**src/rtl/pid_wr_sequencer_if.sv**
```systemverilog
// Command handshake and channel write bus between the host-side sequencer and its users.
// master = host side (issues commands, observes the write bus); slave = the sequencer.
interface pid_wr_sequencer_if #(
    parameter int W_WR_ADDR = 16,
    parameter int W_WR_CHAN = 16,
    parameter int W_WR_DATA = 48
) ();
    logic                 cmd_valid;
    logic                 cmd_ready;
    logic [W_WR_ADDR-1:0] cmd_addr;
    logic [W_WR_CHAN-1:0] cmd_chan;
    logic [W_WR_DATA-1:0] cmd_data;

    logic                 wr_en;
    logic [W_WR_ADDR-1:0] wr_addr;
    logic [W_WR_CHAN-1:0] wr_chan;
    logic [W_WR_DATA-1:0] wr_data;

    logic                 busy;

    modport master (
        output cmd_valid, cmd_addr, cmd_chan, cmd_data,
        input  cmd_ready, wr_en, wr_addr, wr_chan, wr_data, busy
    );

    modport slave (
        input  cmd_valid, cmd_addr, cmd_chan, cmd_data,
        output cmd_ready, wr_en, wr_addr, wr_chan, wr_data, busy
    );
endinterface

```
**src/rtl/pid_wr_sequencer.sv**
```systemverilog
// Buffers host parameter writes in a small FIFO and replays them on the channel write bus,
// expanding broadcast-channel commands into one write per channel.
module pid_wr_sequencer #(
    parameter int W_WR_ADDR  = 16,
    parameter int W_WR_CHAN  = 16,
    parameter int W_WR_DATA  = 48,
    parameter int N_CHAN     = 8,
    parameter int FIFO_DEPTH = 4
) (
    input  logic                 clk_in,
    input  logic                 rst_in,
    pid_wr_sequencer_if.slave    bus
);
    localparam int PTR_W = (FIFO_DEPTH > 1) ? $clog2(FIFO_DEPTH) : 1;
    localparam int CNT_W = $clog2(FIFO_DEPTH + 1);
    localparam int ENT_W = W_WR_ADDR + W_WR_CHAN + W_WR_DATA;

    localparam logic [CNT_W-1:0]     FULL_COUNT = CNT_W'(FIFO_DEPTH);
    localparam logic [W_WR_CHAN-1:0] LAST_CHAN  = W_WR_CHAN'(N_CHAN - 1);
    localparam logic [W_WR_CHAN-1:0] BCAST_CHAN = {W_WR_CHAN{1'b1}};

    typedef enum logic [0:0] {
        ST_IDLE  = 1'b0,
        ST_BCAST = 1'b1
    } state_t;

    logic [ENT_W-1:0]     mem_r [FIFO_DEPTH];
    logic [PTR_W-1:0]     wr_ptr_r;
    logic [PTR_W-1:0]     rd_ptr_r;
    logic [CNT_W-1:0]     count_r;

    state_t               state_r;
    logic [W_WR_CHAN-1:0] cnt_r;
    logic                 wr_en_r;
    logic [W_WR_ADDR-1:0] wr_addr_r;
    logic [W_WR_CHAN-1:0] wr_chan_r;
    logic [W_WR_DATA-1:0] wr_data_r;

    logic                 full_s;
    logic                 empty_s;
    logic                 push_s;
    logic                 pop_s;
    logic [W_WR_ADDR-1:0] head_addr_s;
    logic [W_WR_CHAN-1:0] head_chan_s;
    logic [W_WR_DATA-1:0] head_data_s;

    assign full_s  = (count_r == FULL_COUNT);
    assign empty_s = (count_r == {CNT_W{1'b0}});
    // Ready looks only at occupancy, so a pop in the same cycle never lets a push into a full FIFO.
    assign push_s  = bus.cmd_valid && bus.cmd_ready;
    assign pop_s   = (state_r == ST_IDLE) && !empty_s;

    assign {head_addr_s, head_chan_s, head_data_s} = mem_r[rd_ptr_r];

    assign bus.cmd_ready = !full_s && !rst_in;
    assign bus.busy      = !empty_s || (state_r == ST_BCAST) || wr_en_r;
    assign bus.wr_en     = wr_en_r;
    assign bus.wr_addr   = wr_addr_r;
    assign bus.wr_chan   = wr_chan_r;
    assign bus.wr_data   = wr_data_r;

    // FIFO storage; contents need no reset since the count gates every read.
    always_ff @(posedge clk_in) begin
        if (push_s) begin
            mem_r[wr_ptr_r] <= {bus.cmd_addr, bus.cmd_chan, bus.cmd_data};
        end
    end

    // FIFO pointers and occupancy.
    always_ff @(posedge clk_in) begin
        if (rst_in) begin
            wr_ptr_r <= {PTR_W{1'b0}};
            rd_ptr_r <= {PTR_W{1'b0}};
            count_r  <= {CNT_W{1'b0}};
        end else begin
            if (push_s) begin
                wr_ptr_r <= wr_ptr_r + PTR_W'(1);
            end else begin
                wr_ptr_r <= wr_ptr_r;
            end
            if (pop_s) begin
                rd_ptr_r <= rd_ptr_r + PTR_W'(1);
            end else begin
                rd_ptr_r <= rd_ptr_r;
            end
            case ({push_s, pop_s})
                2'b10:   count_r <= count_r + CNT_W'(1);
                2'b01:   count_r <= count_r - CNT_W'(1);
                default: count_r <= count_r;
            endcase
        end
    end

    // Issue FSM with registered write-bus outputs.
    always_ff @(posedge clk_in) begin
        if (rst_in) begin
            state_r   <= ST_IDLE;
            cnt_r     <= {W_WR_CHAN{1'b0}};
            wr_en_r   <= 1'b0;
            wr_addr_r <= {W_WR_ADDR{1'b0}};
            wr_chan_r <= {W_WR_CHAN{1'b0}};
            wr_data_r <= {W_WR_DATA{1'b0}};
        end else begin
            case (state_r)
                ST_IDLE: begin
                    if (!empty_s) begin
                        wr_en_r   <= 1'b1;
                        wr_addr_r <= head_addr_s;
                        wr_data_r <= head_data_s;
                        if (head_chan_s == BCAST_CHAN) begin
                            wr_chan_r <= {W_WR_CHAN{1'b0}};
                            cnt_r     <= W_WR_CHAN'(1);
                            state_r   <= (N_CHAN > 1) ? ST_BCAST : ST_IDLE;
                        end else begin
                            wr_chan_r <= head_chan_s;
                            state_r   <= ST_IDLE;
                        end
                    end else begin
                        wr_en_r <= 1'b0;
                        state_r <= ST_IDLE;
                    end
                end
                ST_BCAST: begin
                    // Address and data stay as loaded from the popped broadcast command.
                    wr_en_r   <= 1'b1;
                    wr_chan_r <= cnt_r;
                    cnt_r     <= cnt_r + W_WR_CHAN'(1);
                    if (cnt_r == LAST_CHAN) begin
                        state_r <= ST_IDLE;
                    end else begin
                        state_r <= ST_BCAST;
                    end
                end
                default: begin
                    wr_en_r <= 1'b0;
                    state_r <= ST_IDLE;
                end
            endcase
        end
    end
endmodule

```
**src/flat_wrapper.sv**
```systemverilog
// flat-port wrapper written by rule: the top's interface ports become plain ports
module pid_wr_sequencer_flat 
#(
    parameter int W_WR_ADDR  = 16,
    parameter int W_WR_CHAN  = 16,
    parameter int W_WR_DATA  = 48,
    parameter int N_CHAN     = 8,
    parameter int FIFO_DEPTH = 4
)
  (clk_in, rst_in, bus_cmd_valid, bus_cmd_addr, bus_cmd_chan, bus_cmd_data, bus_cmd_ready, bus_wr_en, bus_wr_addr, bus_wr_chan, bus_wr_data, bus_busy);
  pid_wr_sequencer_if #(.W_WR_ADDR(W_WR_ADDR), .W_WR_CHAN(W_WR_CHAN), .W_WR_DATA(W_WR_DATA)) bus_i ();
  input  logic clk_in;
  input  logic rst_in;
  input wire logic [$bits(bus_i.cmd_valid)-1:0] bus_cmd_valid;
  input wire logic [$bits(bus_i.cmd_addr)-1:0] bus_cmd_addr;
  input wire logic [$bits(bus_i.cmd_chan)-1:0] bus_cmd_chan;
  input wire logic [$bits(bus_i.cmd_data)-1:0] bus_cmd_data;
  output wire logic [$bits(bus_i.cmd_ready)-1:0] bus_cmd_ready;
  output wire logic [$bits(bus_i.wr_en)-1:0] bus_wr_en;
  output wire logic [$bits(bus_i.wr_addr)-1:0] bus_wr_addr;
  output wire logic [$bits(bus_i.wr_chan)-1:0] bus_wr_chan;
  output wire logic [$bits(bus_i.wr_data)-1:0] bus_wr_data;
  output wire logic [$bits(bus_i.busy)-1:0] bus_busy;
  assign bus_i.cmd_valid = bus_cmd_valid;
  assign bus_i.cmd_addr = bus_cmd_addr;
  assign bus_i.cmd_chan = bus_cmd_chan;
  assign bus_i.cmd_data = bus_cmd_data;
  assign bus_cmd_ready = bus_i.cmd_ready;
  assign bus_wr_en = bus_i.wr_en;
  assign bus_wr_addr = bus_i.wr_addr;
  assign bus_wr_chan = bus_i.wr_chan;
  assign bus_wr_data = bus_i.wr_data;
  assign bus_busy = bus_i.busy;
  pid_wr_sequencer #(.W_WR_ADDR(W_WR_ADDR), .W_WR_CHAN(W_WR_CHAN), .W_WR_DATA(W_WR_DATA), .N_CHAN(N_CHAN), .FIFO_DEPTH(FIFO_DEPTH)) u_core (.clk_in(clk_in), .rst_in(rst_in), .bus(bus_i));
endmodule
```
**config.mk**
```make
export PLATFORM = sky130hd
export DESIGN_NAME = pid_wr_sequencer_flat
export DESIGN_NICKNAME = d
export VERILOG_FILES = /design/src/rtl/pid_wr_sequencer_if.sv /design/src/rtl/pid_wr_sequencer.sv /design/src/flat_wrapper.sv
export SDC_FILE = /design/constraint.sdc
export NUM_CORES = 1
export LEC_CHECK = 0
export CAP_MARGIN = 20
export CORE_ASPECT_RATIO = 1.4
export CORE_UTILIZATION = 50
export CTS_CLUSTER_DIAMETER = 60
export DETAILED_ROUTE_END_ITERATION = 10
export PLACE_DENSITY = 0.72
export SLEW_MARGIN = 10
export SYNTH_ARGS = -nofsm -noshare
export SYNTH_HDL_FRONTEND = slang
export SYNTH_SLANG_ARGS = --single-unit
export TNS_END_PERCENT = 20
```
**constraint.sdc**
```tcl
create_clock -name clk_in -period 5.4 [get_ports clk_in]
set_input_delay 0.81 -clock clk_in [delete_from_list [all_inputs] [get_ports clk_in]]
set_output_delay 0.81 -clock clk_in [all_outputs]
set_load 0.03 [all_outputs]
```
* After elaboration in Yosys (flattened, before gate mapping)
Memory sizes are Yosys's and may differ from the RTL's. A register that Yosys moved wholly into a read port is not among the register bits.
Cells that the tools add are included.
Widths: inputs -> output; s select.
** Storage, ports and cells
- Flip-flop bits (word level) :: 105
- Bits in latches :: 0
- Memory bits (writable) :: 320
- Bits in read-only memories :: 0
- Output and inout port bits :: 83
- Memories :: 1
** Memory list
- u_core.mem_r :: depth 4, bits a word 80, read ports 1, clocked after memory_dff 1, write ports 1, line pid_wr_sequencer.sv:27 : logic [ENT_W-1:0] mem_r [FIFO_DEPTH];
** Cells by class
- Add/sub/neg operators :: 5
- Multipliers :: 0
- Div/mod/pow operators :: 0
- Magnitude comparators :: 0
- Equality and inequality tests :: 7
- Shift-type cells :: 0
- Mux-type cells :: 17
- Bitwise logic cells :: 2
- Reductions and logical operators :: 12
** Operator list (count)
- $mux 16 :: 4
- $pmux 16 s2 :: 2
- $add 16x1->16 const B :: 1
- $eq 16x16->1 const B :: 1
- $eq 16x3->1 const B :: 1
- $mux 1 :: 6
- $pmux 3 s2 :: 1
- $add 2x1->2 const B :: 2
- $mux 2 :: 2
- $ne 2x2->1 const B :: 2
- $pmux 1 s2 :: 2
- $reduce_and 2->1 :: 2
- $add 3x1->3 const B :: 1
- $eq 3x3->1 const B :: 1
- $logic_and 1x1->1 :: 3
- $logic_not 1->1 :: 3
- $logic_not 3->1 :: 1
- $sub 3x1->3 const B :: 1
- $eq 2x1->1 const B :: 1
- $eq 2x2->1 const B :: 1
- $logic_or 1x1->1 :: 2
- $not 1->1 :: 2
- $reduce_bool 2->1 :: 1

* Logic depth before layout (Yosys ltp)
- Word-level depth :: 6
- Depth in mapped cells :: 10
- Depth with buffers taken out :: 9

* Worst setup path after synthesis
Ideal clock, no wire load.
- Path type :: input-to-reg
- Start point :: input rst_in
- End point :: memory u_core.mem_r[0][0] (netlist name), enable pin
- Library setup time :: 0.447 ns
- Data arrival time :: 3.456 ns
- Data required time :: 4.953 ns
- Path slack :: 1.497 ns
- Cell stages on the path :: 3
- Cell sequence :: clkbuf_1 -> a211oi_1 -> and2_1
** Between the ends
- Cells in the longest elaborated chain, start to end :: 5
** Ends and longest elaborated chain
- from (decl) :: line flat_wrapper.sv:13 : input logic rst_in;
- $logic_not 1->1 :: line pid_wr_sequencer.sv:55 : assign bus.cmd_ready = !full_s && !rst_in;
- $logic_and 1x1->1 :: line pid_wr_sequencer.sv:55
- $logic_and 1x1->1 :: line pid_wr_sequencer.sv:50 : assign push_s = bus.cmd_valid && bus.cmd_ready;
- $mux 1 :: line pid_wr_sequencer.sv:64 : if (push_s) begin
- $mux 1 (not written as such) :: line pid_wr_sequencer.sv:65 : mem_r[wr_ptr_r] <= {bus.cmd_addr, bus.cmd_chan, bus.cmd_data};
- to (decl) :: line pid_wr_sequencer.sv:27
Every way passes these cells.

* Final worst setup path
- Start point :: register u_core.count_r[2]
- End point :: output bus_busy
** Between the ends
- Cells in the longest elaborated chain, start to end :: 4
** Ends and longest elaborated chain
- from (decl) :: line pid_wr_sequencer.sv:30 : logic [CNT_W-1:0] count_r;
- from (signal assigned) :: line pid_wr_sequencer.sv:74 : count_r <= {CNT_W{1'b0}};
- from (signal assigned) :: line pid_wr_sequencer.sv:87 : 2'b10: count_r <= count_r + CNT_W'(1);
- from (signal assigned) :: line pid_wr_sequencer.sv:88 : 2'b01: count_r <= count_r - CNT_W'(1);
- $logic_not 3->1 :: line pid_wr_sequencer.sv:48 : assign empty_s = (count_r == {CNT_W{1'b0}});
- $logic_not 1->1 :: line pid_wr_sequencer.sv:56 : assign bus.busy = !empty_s || (state_r == ST_BCAST) || wr_en_r;
- $logic_or 1x1->1 (2 in series) :: line pid_wr_sequencer.sv:56
- to (decl) :: line flat_wrapper.sv:23 : output wire logic [$bits(bus_i.busy)-1:0] bus_busy;
Every way passes these cells.

==> metrics.csv <==
metric,value,unit
crit_type,reg -> out,
hp-start,u_core.bus.wr_addr[1],
fill_cells,2232,
synth-async-reset-ratio,0,%
grt_max_degree,107,
worstPathArrival,2.31,ns
power_density,504,nW/um^2
rr_endpoint,u_core.cnt_r[6],
r2r_cells,5,
dr.pass1.iters,5,
min_period,3.12,ns
dp.cells,1471,
wl_met3,1650,um
grt_pass1_wl,48700,um
clock_path_buffers,3,
met1_length,12700,um
maxUsedRoutingLayer,met4,
synth_cell_types,43,
core_area,31500,sq um
cts_hold_buf,0,
antenna_found_initial,0,
final_nets,1208,
overflow,0,
rsz0062_at_grt,false,
synthFlopType,edfxtp_1,
cts_resized,0,
wl,31800,um
worstPathMaxFanout,6,
max_freq,320,MHz
vias,8714,
tightest_slew,0.957,ns
track_usage,19.9,%
die_h,213,um
finalHoldViolCount,0,
place.detailed.hpwl,19100,um
crit_start,u_core.count_r[2],
whs,0.452,ns
cp-end-kind,output port,
mappedNetlistArea,16000,sq um
ys_ff_latch,427,
dieWidth,153,um
regArea,11800,sq um
fin_cells,1543,
finalCritPeriodShare,57.8,%
ys_seq_area_share,73.7,%
yosysWarnings,0,
p_leak,6.23,nW
finalSetupViolCount,0,
clock-skew-final,0.0169,ns
critPathLaunchType,flip-flop,
cp.required,4.59,ns
gp_congestion,0.819,
clk_pin_slew,0.06,ns
cts_setup_buffers,0,
num_io_pins,166,
initial_core_util,50.6,%
synth-edff-count,320,
status,finished clean,
rrSetupSlack,2.68,ns
synth_nets,1048,
die_area,32600,sq um
ir_drop,0.365,mV
antenna_cells,0,
drc_errors,0,
synthToLayoutAreaGrowth,21.1,%
avgRoutedWirePerCell,20.6,um
insertion_delay,0.53,ns
slew_violations,0,
multi_input_area,3900,sq um
clock_sinks,427,
max-cap-violations,0,
via_per_inst,5.65,
first_global_vias,8825,
holdPathEnd,u_core.bus.wr_addr[1],
holdPathStages,2,
cts_buffers,38,
setup-tns-final,0,ns
rows,77,
syn_inst,958,
ant_nets,0,
slew-limit-headroom,36.2,%
cts_max_level,2,
synth_area_per_cell,16.7,sq um
root_buffer,clkbuf_16,
dr.first_iter.drc_count,689,
route.met2.wl,16400,um
hold_class,reg -> reg,
drive_gt1_share,14.0,%
io_buffers,165,
cts_tree,built,
-- routing by layer --
layer | global-route usage (%) | vias to the layer above
li1 | - | 3992
met1 | 24.6 | 4387
met2 | 34.8 | 273
met3 | 3.13 | 62
met4 | 8.99 | 0
met5 | 0 | -
-- cell usage in the layout (no fill, tap or decap), types with 11 or more instances in the layout --
cell type,instances
edfxtp_1,320
clkdlybuf4s50_1,164
nand2_1,149
dfxtp_1,105
mux4_2,71
a21oi_1,69
clkbuf_16,41
buf_4,17
a22oi_1,16
o22ai_1,16
nor2_1,14
nor2b_1,14
nor3b_1,13
a211oi_1,11
-- logic make-up (layout without fill, tap and decap cells) --
group,count (synthesis),after routing,share of synthesized area (%)
fa+ha+maj,7,7,0.596
mux,81,81,11.6
simple gates,230,230,6.63
compound gates,125,125,4.67
buf+inv,73,263,2.05
flops,427,427,73.7
xor+xnor,15,15,0.823
-- synth_stat cells, drive strengths merged (2+ instances only) --
cell | number | area (sq um)
a2111oi | 3 | 26.3
a211oi | 11 | 82.6
a21oi | 69 | 345
a22oi | 16 | 120
a31oi | 3 | 18.8
and2 | 4 | 25.0
and4 | 2 | 17.5
buf | 25 | 148
clkbuf | 38 | 143
dfxtp | 107 | 2140
edfxtp | 320 | 9610
ha | 6 | 75.1
inv | 10 | 37.5
mux4 | 80 | 1840
nand2 | 149 | 559
nand3 | 3 | 15.0
nand4 | 10 | 62.6
nor2 | 14 | 52.6
nor2b | 14 | 87.6
nor3 | 8 | 40.0
nor3b | 13 | 97.6
nor4 | 6 | 52.6
o21ai | 2 | 10.0
o22ai | 16 | 100
or3 | 4 | 25.0
xnor2 | 10 | 87.6
xor2 | 5 | 43.8
-- critical path: stages, from the launching register on --
cell and delay (ns):
dfxtp_1 0.36, or3_1 0.51, or3_1 0.34, clkdlybuf4s50_1 0.59
-- worst max path at each step --
stage | end | slack [ns] | cells past startpoint
after global placement | u_core.mem_r[2][28] | 1.64 | 5
final | bus_busy | 2.28 | 3
after CTS | u_core.mem_r[2][16] | 2.11 | 5
after global routing | bus_busy | 2.20 | 3
after detailed placement | u_core.mem_r[2][69] | 1.55 | 5
after floorplan | u_core.mem_r[0][0] | 1.50 | 3
-- power breakdown --
group / internal [W] / switching, W / leakage (nW)
Sequential: 0.00394 / 0.000288 / 3.78
Combinational: 0.00116 / 0.00151 / 1.81
Clock: 0.00170 / 0.00114 / 0.643
-- layout make-up --
| class | count | share of cell area (%) |
|---|---|---|
| Clock buffer | 54 | 5.82 |
| Clock inverter | 16 | 1.10 |
| Inverter | 10 | 0.194 |
| Multi-Input combinational cell | 458 | 20.2 |
| Sequential cell | 427 | 60.9 |
| Tap cell | 395 | 2.56 |
| Timing Repair Buffer | 183 | 9.29 |
-- registers in the layout, summed over array words and instances (netlist names), named ones only --
register	count
u_core.bus.wr_addr	16
u_core.bus.wr_chan	16
u_core.bus.wr_data	48
u_core.bus.wr_en	1
u_core.cnt_r	16
u_core.count_r	3
u_core.mem_r	320
u_core.rd_ptr_r	2
u_core.state_r	1
u_core.wr_ptr_r	2
-- stage by stage --
step / area [sq um] / total power [W] / utilization, % / worst slack [ns]
floorplan: 16000 / 0.00599 / - / 1.50
global placement: 18000 / 0.00698 / 57.0 / 1.64
detailed placement: 18000 / 0.00701 / 57.0 / 1.55
CTS: 19300 / 0.00986 / 61.2 / 2.11
global route: 19300 / 0.0101 / 61.3 / 2.20
finish: 19300 / 0.00974 / 61.3 / 2.28
Power figures use the tool's default switching activity.
